==> src/rtl/umi_arbiter_if.sv <==
// Handshake bundle between N UMI requesters, the arbiter and the shared output channel.
// The master modport is the arbiter's view; the slave modport is the environment's view.
interface umi_arbiter_if #(
  parameter int unsigned N = 4
) ();

  logic [N-1:0] umi_in_valid;
  logic [N-1:0] umi_in_ready;
  logic [N-1:0] umi_grant;
  logic         umi_out_valid;
  logic         umi_out_ready;

  modport master (
    input  umi_in_valid,
    input  umi_out_ready,
    output umi_in_ready,
    output umi_grant,
    output umi_out_valid
  );

  modport slave (
    output umi_in_valid,
    output umi_out_ready,
    input  umi_in_ready,
    input  umi_grant,
    input  umi_out_valid
  );

endinterface

==> src/rtl/umi_arbiter.sv <==
// N-way UMI arbiter: fixed-priority or round-robin, per-requester mask, grant lock while stalled.
// Optional starvation override enabled by defining UMI_ARB_STARVE_EN.
module umi_arbiter #(
  parameter int unsigned N  = 4,
  parameter int unsigned CW = 8
) (
  input  logic          clk,
  input  logic          nreset,
  input  logic          arb_mode,
  input  logic [N-1:0]  arb_mask,
`ifdef UMI_ARB_STARVE_EN
  input  logic          arb_starve_en,
`endif
  umi_arbiter_if.master umi
);

  if (N < 2 || N > 16 || CW < 1) begin : g_param_check
    $error("umi_arbiter: unsupported N or CW");
  end

  typedef enum logic [0:0] {StIdle, StLock} state_e;

  state_e       state_q, state_d;
  logic [N-1:0] lock_q, lock_d;
  logic [N-1:0] ptr_q, ptr_d;

  logic [N-1:0] req;
  logic [N-1:0] hi_mask;
  logic [N-1:0] req_hi;
  logic [N-1:0] arb_gnt;
  logic [N-1:0] gnt;
  logic [N-1:0] xfer_vec;
  logic         xfer;

  // Isolates the lowest set bit (two's-complement trick).
  function automatic logic [N-1:0] lowest(input logic [N-1:0] x);
    return x & (~x + N'(1));
  endfunction

`ifdef UMI_ARB_STARVE_EN
  logic [CW-1:0] cnt_q [N];
  logic [CW-1:0] cnt_d [N];
  logic [N-1:0]  starved;
`endif

  // Arbitration and grant selection.
  always_comb begin
    req     = umi.umi_in_valid & ~arb_mask;
    // Bits at or above the pointer position get first pick in round-robin.
    hi_mask = ~(ptr_q - N'(1));
    req_hi  = req & hi_mask;
    if (arb_mode) begin
      arb_gnt = (|req_hi) ? lowest(req_hi) : lowest(req);
    end else begin
      arb_gnt = lowest(req);
    end
`ifdef UMI_ARB_STARVE_EN
    for (int unsigned i = 0; i < N; i++) begin
      starved[i] = req[i] & (cnt_q[i] == {CW{1'b1}});
    end
    if (arb_starve_en && (|starved)) begin
      arb_gnt = lowest(starved);
    end
`endif
    if (state_q == StLock) begin
      gnt = lock_q & umi.umi_in_valid;
    end else begin
      gnt = arb_gnt;
    end
    if (!nreset) begin
      gnt = '0;
    end
    xfer_vec = gnt & {N{umi.umi_out_ready}};
    xfer     = |xfer_vec;
  end

  assign umi.umi_grant     = gnt;
  assign umi.umi_out_valid = |gnt;
  assign umi.umi_in_ready  = xfer_vec;

  // Next-state logic.
  always_comb begin
    state_d = state_q;
    lock_d  = lock_q;
    ptr_d   = ptr_q;
    if (xfer) begin
      ptr_d = {gnt[N-2:0], gnt[N-1]};
    end
    case (state_q)
      StIdle: begin
        if ((|gnt) && !umi.umi_out_ready) begin
          state_d = StLock;
          lock_d  = gnt;
        end
      end
      StLock: begin
        // Leave on transfer, or when the locked requester withdraws valid.
        if (xfer || !(|gnt)) begin
          state_d = StIdle;
          lock_d  = '0;
        end
      end
      default: begin
        state_d = StIdle;
        lock_d  = '0;
      end
    endcase
  end

`ifdef UMI_ARB_STARVE_EN
  always_comb begin
    for (int unsigned i = 0; i < N; i++) begin
      cnt_d[i] = cnt_q[i];
      if (!req[i] || xfer_vec[i]) begin
        cnt_d[i] = '0;
      end else if (cnt_q[i] != {CW{1'b1}}) begin
        cnt_d[i] = cnt_q[i] + CW'(1);
      end
    end
  end
`endif

  always_ff @(posedge clk) begin
    if (!nreset) begin
      state_q <= StIdle;
      lock_q  <= '0;
      ptr_q   <= N'(1);
    end else begin
      state_q <= state_d;
      lock_q  <= lock_d;
      ptr_q   <= ptr_d;
    end
  end

`ifdef UMI_ARB_STARVE_EN
  always_ff @(posedge clk) begin
    for (int unsigned i = 0; i < N; i++) begin
      if (!nreset) begin
        cnt_q[i] <= '0;
      end else begin
        cnt_q[i] <= cnt_d[i];
      end
    end
  end
`endif

endmodule

==> src/flat_wrapper.sv <==
// flat-port wrapper written by rule: the top's interface ports become plain ports
module umi_arbiter_flat 
#(
  parameter int unsigned N  = 4,
  parameter int unsigned CW = 8
)
  (clk, nreset, arb_mode, arb_mask, umi_umi_in_valid, umi_umi_out_ready, umi_umi_in_ready, umi_umi_grant, umi_umi_out_valid);
  umi_arbiter_if #(.N(N)) umi_i ();
  input  logic clk;
  input  logic nreset;
  input  logic arb_mode;
  input  logic [N-1:0] arb_mask;
  input wire logic [$bits(umi_i.umi_in_valid)-1:0] umi_umi_in_valid;
  input wire logic [$bits(umi_i.umi_out_ready)-1:0] umi_umi_out_ready;
  output wire logic [$bits(umi_i.umi_in_ready)-1:0] umi_umi_in_ready;
  output wire logic [$bits(umi_i.umi_grant)-1:0] umi_umi_grant;
  output wire logic [$bits(umi_i.umi_out_valid)-1:0] umi_umi_out_valid;
  assign umi_i.umi_in_valid = umi_umi_in_valid;
  assign umi_i.umi_out_ready = umi_umi_out_ready;
  assign umi_umi_in_ready = umi_i.umi_in_ready;
  assign umi_umi_grant = umi_i.umi_grant;
  assign umi_umi_out_valid = umi_i.umi_out_valid;
  umi_arbiter #(.N(N), .CW(CW)) u_core (.clk(clk), .nreset(nreset), .arb_mode(arb_mode), .arb_mask(arb_mask), .umi(umi_i));
endmodule
==> config.mk <==
export PLATFORM = sky130hd
export DESIGN_NAME = umi_arbiter_flat
export DESIGN_NICKNAME = d
export VERILOG_FILES = /design/src/rtl/umi_arbiter_if.sv /design/src/rtl/umi_arbiter.sv /design/src/flat_wrapper.sv
export SDC_FILE = /design/constraint.sdc
export NUM_CORES = 1
export LEC_CHECK = 0
export CORE_MARGIN = 2
export CORE_UTILIZATION = 41
export DETAILED_ROUTE_END_ITERATION = 12
export HOLD_SLACK_MARGIN = 0.15
export MAX_ROUTING_LAYER = met4
export PLACE_DENSITY = 0.78
export RECOVER_POWER = 50
export SYNTH_ARGS = -nofsm -noshare
export SYNTH_HDL_FRONTEND = slang
export SYNTH_SLANG_ARGS = --single-unit
==> constraint.sdc <==
create_clock -name clk -period 2.31 [get_ports clk]
set_input_delay 0.231 -clock clk [delete_from_list [all_inputs] [get_ports clk]]
set_output_delay 0.231 -clock clk [all_outputs]
set_load 0.005 [all_outputs]
# Word level (Yosys, flattened, before mapping)
# Cells that the tools add are included.
[totals]
ff_bits = 9
out_inout_bits = 9
[classes]
n_addsub = 3
n_eq_ne = 2
n_mux = 10
bitwise_logic = 11
reduce_logical = 8
[op_table]
columns = ["op", "n"]
rows = [
  ["4-bit AND", 6],
  ["4-bit two-way mux", 6],
  ["4-bit inverter", 4],
  ["4-bit OR reduction", 3],
  ["4-bit by 1-bit adder with 4-bit output, second input constant", 2],
  ["4-bit case mux with 2 select lines", 1],
  ["4-bit by 1-bit subtractor with 4-bit output, second input constant", 1],
  ["1-bit logical NOT", 2],
  ["1-bit two-way mux", 2],
  ["2-bit by 1-bit inequality test with 1-bit output, second input constant", 1],
  ["2-bit inequality test, second input constant", 1],
  ["1-bit case mux with 2 select lines", 1],
  ["2-bit AND reduction", 1],
  ["1-bit logical AND", 1],
  ["1-bit logical OR", 1],
  ["1-bit inverter", 1],
]

# Logic depth before layout (Yosys ltp)
[depth]
ltp_word = 15
ltp_mapped = 10
ltp_nobuf = 10

# Worst setup path before layout
# OpenSTA, ideal clock, no wires.
[synth_path]
kind = "register -> register"
from = "register u_core.ptr_q[0]"
to = "register u_core.lock_q[3]"
setup_time_ns = 0.116
arrival_time_ns = 2.255
required_time_ns = 2.194
slack_ns = -0.062
path_stages_with_launch = 10
cell_sequence = "dfxtp_1 > inv_1 > ha_1 > xor2_1 > o211ai_1 > nor2_1 > o311a_4 > nor4_4 > o21ai_0 > a41o_1"
[synth_between]
elab_chain_cells = 15
word_cells_on_any_way = 22
classes_between = "2 x add/sub; 2 x eq/ne; 6 x mux; 5 x bitwise; 7 x reduce/logical"
[synth_rtl]
columns = ["element", "line", "rtl"]
rows = [
  ["start: declaration", "umi_arbiter.sv:25", "logic [N-1:0] ptr_q, ptr_d;"],
  ["start signal: assignment", "umi_arbiter.sv:131", "ptr_q <= ptr_d;"],
  ["4-bit by 1-bit subtractor with 4-bit output *", "umi_arbiter.sv:50", "hi_mask = ~(ptr_q - N'(1));"],
  ["4-bit inverter *", "umi_arbiter.sv:50", ""],
  ["4-bit AND *", "umi_arbiter.sv:51", "req_hi = req & hi_mask;"],
  ["4-bit inverter", "umi_arbiter.sv:37", "return x & (~x + N'(1));"],
  ["4-bit by 1-bit adder with 4-bit output", "umi_arbiter.sv:37", ""],
  ["4-bit AND", "umi_arbiter.sv:37", ""],
  ["4-bit two-way mux *", "umi_arbiter.sv:53", "arb_gnt = (|req_hi) ? lowest(req_hi) : lowest(req);"],
  ["4-bit two-way mux *", "umi_arbiter.sv:52", "if (arb_mode) begin"],
  ["4-bit two-way mux *", "umi_arbiter.sv:65", "if (state_q == StLock) begin"],
  ["4-bit two-way mux *", "umi_arbiter.sv:70", "if (!nreset) begin"],
  ["named net umi_umi_grant[1]", "flat_wrapper.sv:16", "output wire logic [$bits(umi_i.umi_grant)-1:0] umi_umi_grant;"],
  ["4-bit AND / 4-bit OR reduction (equally long branches)", "umi_arbiter.sv:73, umi_arbiter.sv:91, umi_arbiter.sv:98", ""],
  ["4-bit OR reduction / 1-bit logical NOT (equally long branches)", "umi_arbiter.sv:74, umi_arbiter.sv:98", ""],
  ["1-bit logical OR", "umi_arbiter.sv:98", "if (xfer || !(|gnt)) begin"],
  ["2-bit inequality test (no source line)", "n/a", ""],
  ["2-bit AND reduction (no source line) *", "n/a", ""],
  ["end signal: assignment", "umi_arbiter.sv:130", "lock_q <= lock_d;"],
  ["end: declaration", "umi_arbiter.sv:24", "logic [N-1:0] lock_q, lock_d;"],
]
# The timed path passes the listed nets; every way through them passes the cells marked *. The select of a mux whose other input is x is not followed.
# A chain may end at the register's enable or synchronous reset.

# Worst setup path after layout
[layout_path]
from = "register u_core.ptr_q[1]"
to = "register u_core.lock_q[3]"
[layout_between]
elab_chain_cells = 15
word_cells_on_any_way = 22
classes_between = "2 x add/sub; 2 x eq/ne; 6 x mux; 5 x bitwise; 7 x reduce/logical"
[layout_rtl]
columns = ["element", "line"]
rows = [
  ["4-bit by 1-bit subtractor with 4-bit output *", "umi_arbiter.sv:50"],
  ["4-bit inverter *", "umi_arbiter.sv:50"],
  ["4-bit AND *", "umi_arbiter.sv:51"],
  ["4-bit inverter", "umi_arbiter.sv:37"],
  ["4-bit by 1-bit adder with 4-bit output", "umi_arbiter.sv:37"],
  ["4-bit AND", "umi_arbiter.sv:37"],
  ["4-bit two-way mux *", "umi_arbiter.sv:53"],
  ["4-bit two-way mux *", "umi_arbiter.sv:52"],
  ["4-bit two-way mux *", "umi_arbiter.sv:65"],
  ["4-bit two-way mux *", "umi_arbiter.sv:70"],
  ["4-bit AND / 4-bit OR reduction (equally long branches)", "umi_arbiter.sv:73, umi_arbiter.sv:91, umi_arbiter.sv:98"],
  ["4-bit OR reduction / 1-bit logical NOT (equally long branches)", "umi_arbiter.sv:74, umi_arbiter.sv:98"],
  ["1-bit logical OR", "umi_arbiter.sv:98"],
  ["2-bit inequality test (no source line)", "n/a"],
  ["2-bit AND reduction (no source line)", "n/a"],
]
# Mark *: on every way between the ends. The rest lies on a longest branch, timed or not. The select of a mux whose other input is x is not followed.

==> metrics.cfg <==
[status]
status=finished, violations left
violations=negative setup slack

[grt]
grt_usage_pct=31.6
grt_use_met3_pct=5.16
overflow=0
gr-usage-met1_pct=34.6
grtUsageMet2_pct=52.8
grt_max_degree=11
antenna_found_initial=0
grt.busiest_layer=met2
grt_pass1_wl_um=4480
grt_pass1_vias=974

[worst_setup_path]
reg2reg_from=u_core.ptr_q[1]
cp.required_ps=2480
cp.arrival_ps=2930
reg2reg_to=u_core.lock_q[3]
worst-path-max-fanout=3
crit_type=reg -> reg
ff2ff_path_depth=13
rrSetupSlack_ps=-460
crit_start=u_core.ptr_q[1]
endpoint_kind=flop
cp-start-kind=flop
cp-endpoint=u_core.lock_q[3]

[placement]
dpl-instance-area_um2=1150
place_congestion=0.920
post-place-ws_ps=-405
numPortBuffers=20
dp.final_hpwl_um=1910

[sta]
fin_ws_ps=-455
hold_viol_final=0
maxSlewViolCount=0
whs_ps=513
slew-limit-headroom_pct=76.1
fin_crit_ps=2770
fmax_ghz=0.362
setup_viol=17
worstMarginPinSlew_ps=359
rsz0062_at_grt=true
setup_tns_ps=-5240
fin_crit_sh_pct=120
fin_skew_ps=0.971

[detailed_routing]
dr.pass1.iters=4
viasPerCell=6.42
antenna_left=0
drc=0
drtIter0Drc=67
num_vias=1123
routedWlPerCell_um=21.8
finalWirelength_um=3820

[floorplanning]
die_area_um2=2110
core_um2=1690
start_util_pct=42.6
io_pins=21
chipHeight_um=45.9
rows=15
die_w_um=45.9

[cts]
cts_tree=built
root_buffer=clkbuf_4
cts_buffer_depth=2
clock-sinks=9
cts_max_level=1
clk_pin_slew_ps=60
clk_latency_ps=270
numCtsBuffers=3

[synthesis]
synth_flop_cell=dfxtp_1
synth_fp_nets=99
netlist_instances=86
ys_ff_latch=9
synth-edff-count=0
synth.distinct_cells=39
ys_warn_count=0
ys_seq_area_share_pct=25.0
ys_async_sr_fraction_pct=0
netlist_area_um2=719
syn_area_per_cell_um2=8.37

[flow_run]
cap_violations=0

[layout]
nNetsFinal=172
fillers=84
final_cell_mix=buf_4 (43), clkdlybuf4s50_1 (11), buf_6 (11)
syn2layout_area_growth_pct=100
fin_util_pct=85.3
layout_commonest_cell=buf_4
layout-drive-gt1-share_pct=57.6
multiInputGateArea_um2=591
finish.instance_area_um2=1440
register_area_um2=183
antennaDiodeCount=0

[power]
power.leakage_nw=0.673
irDropWorstVdd_mv=0.509
pwr_density_cell_nw_per_um2=511

[hold_path]
hold_path.class=reg -> reg

[cell type report]
class	instances	share of cell area, %
multi-input combinational	68	41.0
clock buffer	4	1.82
inverter	6	1.56
timing repair buffer	71	41.5
sequential	9	12.7
tap	17	1.48
[sequential cells by signal, summed over array words and instances (netlist names)]
signal          flops
u_core.state_q      1
u_core.ptr_q        4
u_core.lock_q       4
[layer usage]
metal,share of wire (%),vias to the layer above
met5,0,-
met4,7.6,0
met3,7.0,37
met2,48,82
met1,37,528
li1,-,476
[critical path: stages (launching register included)]
cell and delay (ps):
dfxtp_2 340, buf_6 120, o31a_1 340, nor3b_2 260, buf_4 150, o211ai_1 140
a31o_2 290, buf_6 120, nor4_4 320, buf_4 180, buf_6 90, buf_6 90
o21ai_2 50, a41o_1 170
[cells in the mapped netlist (all sizes together), types with 2 or more instances]
cell type,number,area [um^2]
o311a,2,32.5
nor4,2,27.5
nand2,9,36.3
o211ai,5,37.5
a41o,3,31.3
nor2b,4,25.0
and2,4,26.3
o2111ai,3,26.3
clkbuf,2,7.51
nand3b,2,15.0
dfxtp,9,180
a21oi,2,10.0
o21ai,2,10.0
inv,6,22.5
nand2b,3,18.8
nor2,6,22.5
a31o,4,35.0
nand4,3,18.8
[worst min-delay path by stage]
| stage | from | end | slack (ps) | cells after the start |
|---|---|---|---|---|
| after floorplan | umi_umi_out_ready | u_core.lock_q[3] | 430 | 2 |
| final | u_core.lock_q[3] | u_core.lock_q[3] | 510 | 1 |
| after detailed placement | u_core.lock_q[3] | u_core.lock_q[3] | 480 | 1 |
| after CTS | u_core.lock_q[3] | u_core.lock_q[3] | 520 | 1 |
| after global routing | u_core.lock_q[3] | u_core.lock_q[3] | 530 | 1 |
| after global placement | u_core.lock_q[3] | u_core.lock_q[3] | 480 | 1 |
[report_power, final]
part / switching, mW / internal, mW / leakage, nW / total [mW]
Sequential: 0.0212 / 0.172 / 0.0737 / 0.193
Clock: 0.0621 / 0.0670 / 0.0150 / 0.129
Combinational: 0.186 / 0.228 / 0.584 / 0.414
Total: 0.269 / 0.467 / 0.673 / 0.737
[timing repair]
action / CTS / global route
gates resized for setup: 36 / 20
pin swaps: 16 / 9
setup buffers: 12 / 11
setup endpoints to repair: 17 / 18
hold buffers: 0 / 0
hold endpoints to repair: 0 / 0
[cell families after synthesis]
| group | after synthesis | synth area share, % |
|---|---|---|
| AO/OA/AOI/OAI | 25 | 31.3 |
| XOR/XNOR | 1 | 1.22 |
| flip-flops | 9 | 25.0 |
| buffers and inverters | 9 | 5.22 |
| adder cells (fa/ha/maj) | 1 | 1.74 |
| AND/OR/NAND/NOR | 41 | 35.5 |
[per-stage QoR]
stage,instances,total power [mW]
after CTS,166,0.666
after global routing,175,0.760
after floorplan,86,0.317
after detailed placement,150,0.467
final,175,0.737
after global placement,150,0.459
No activity file was read; power rests on OpenSTA's default activity.
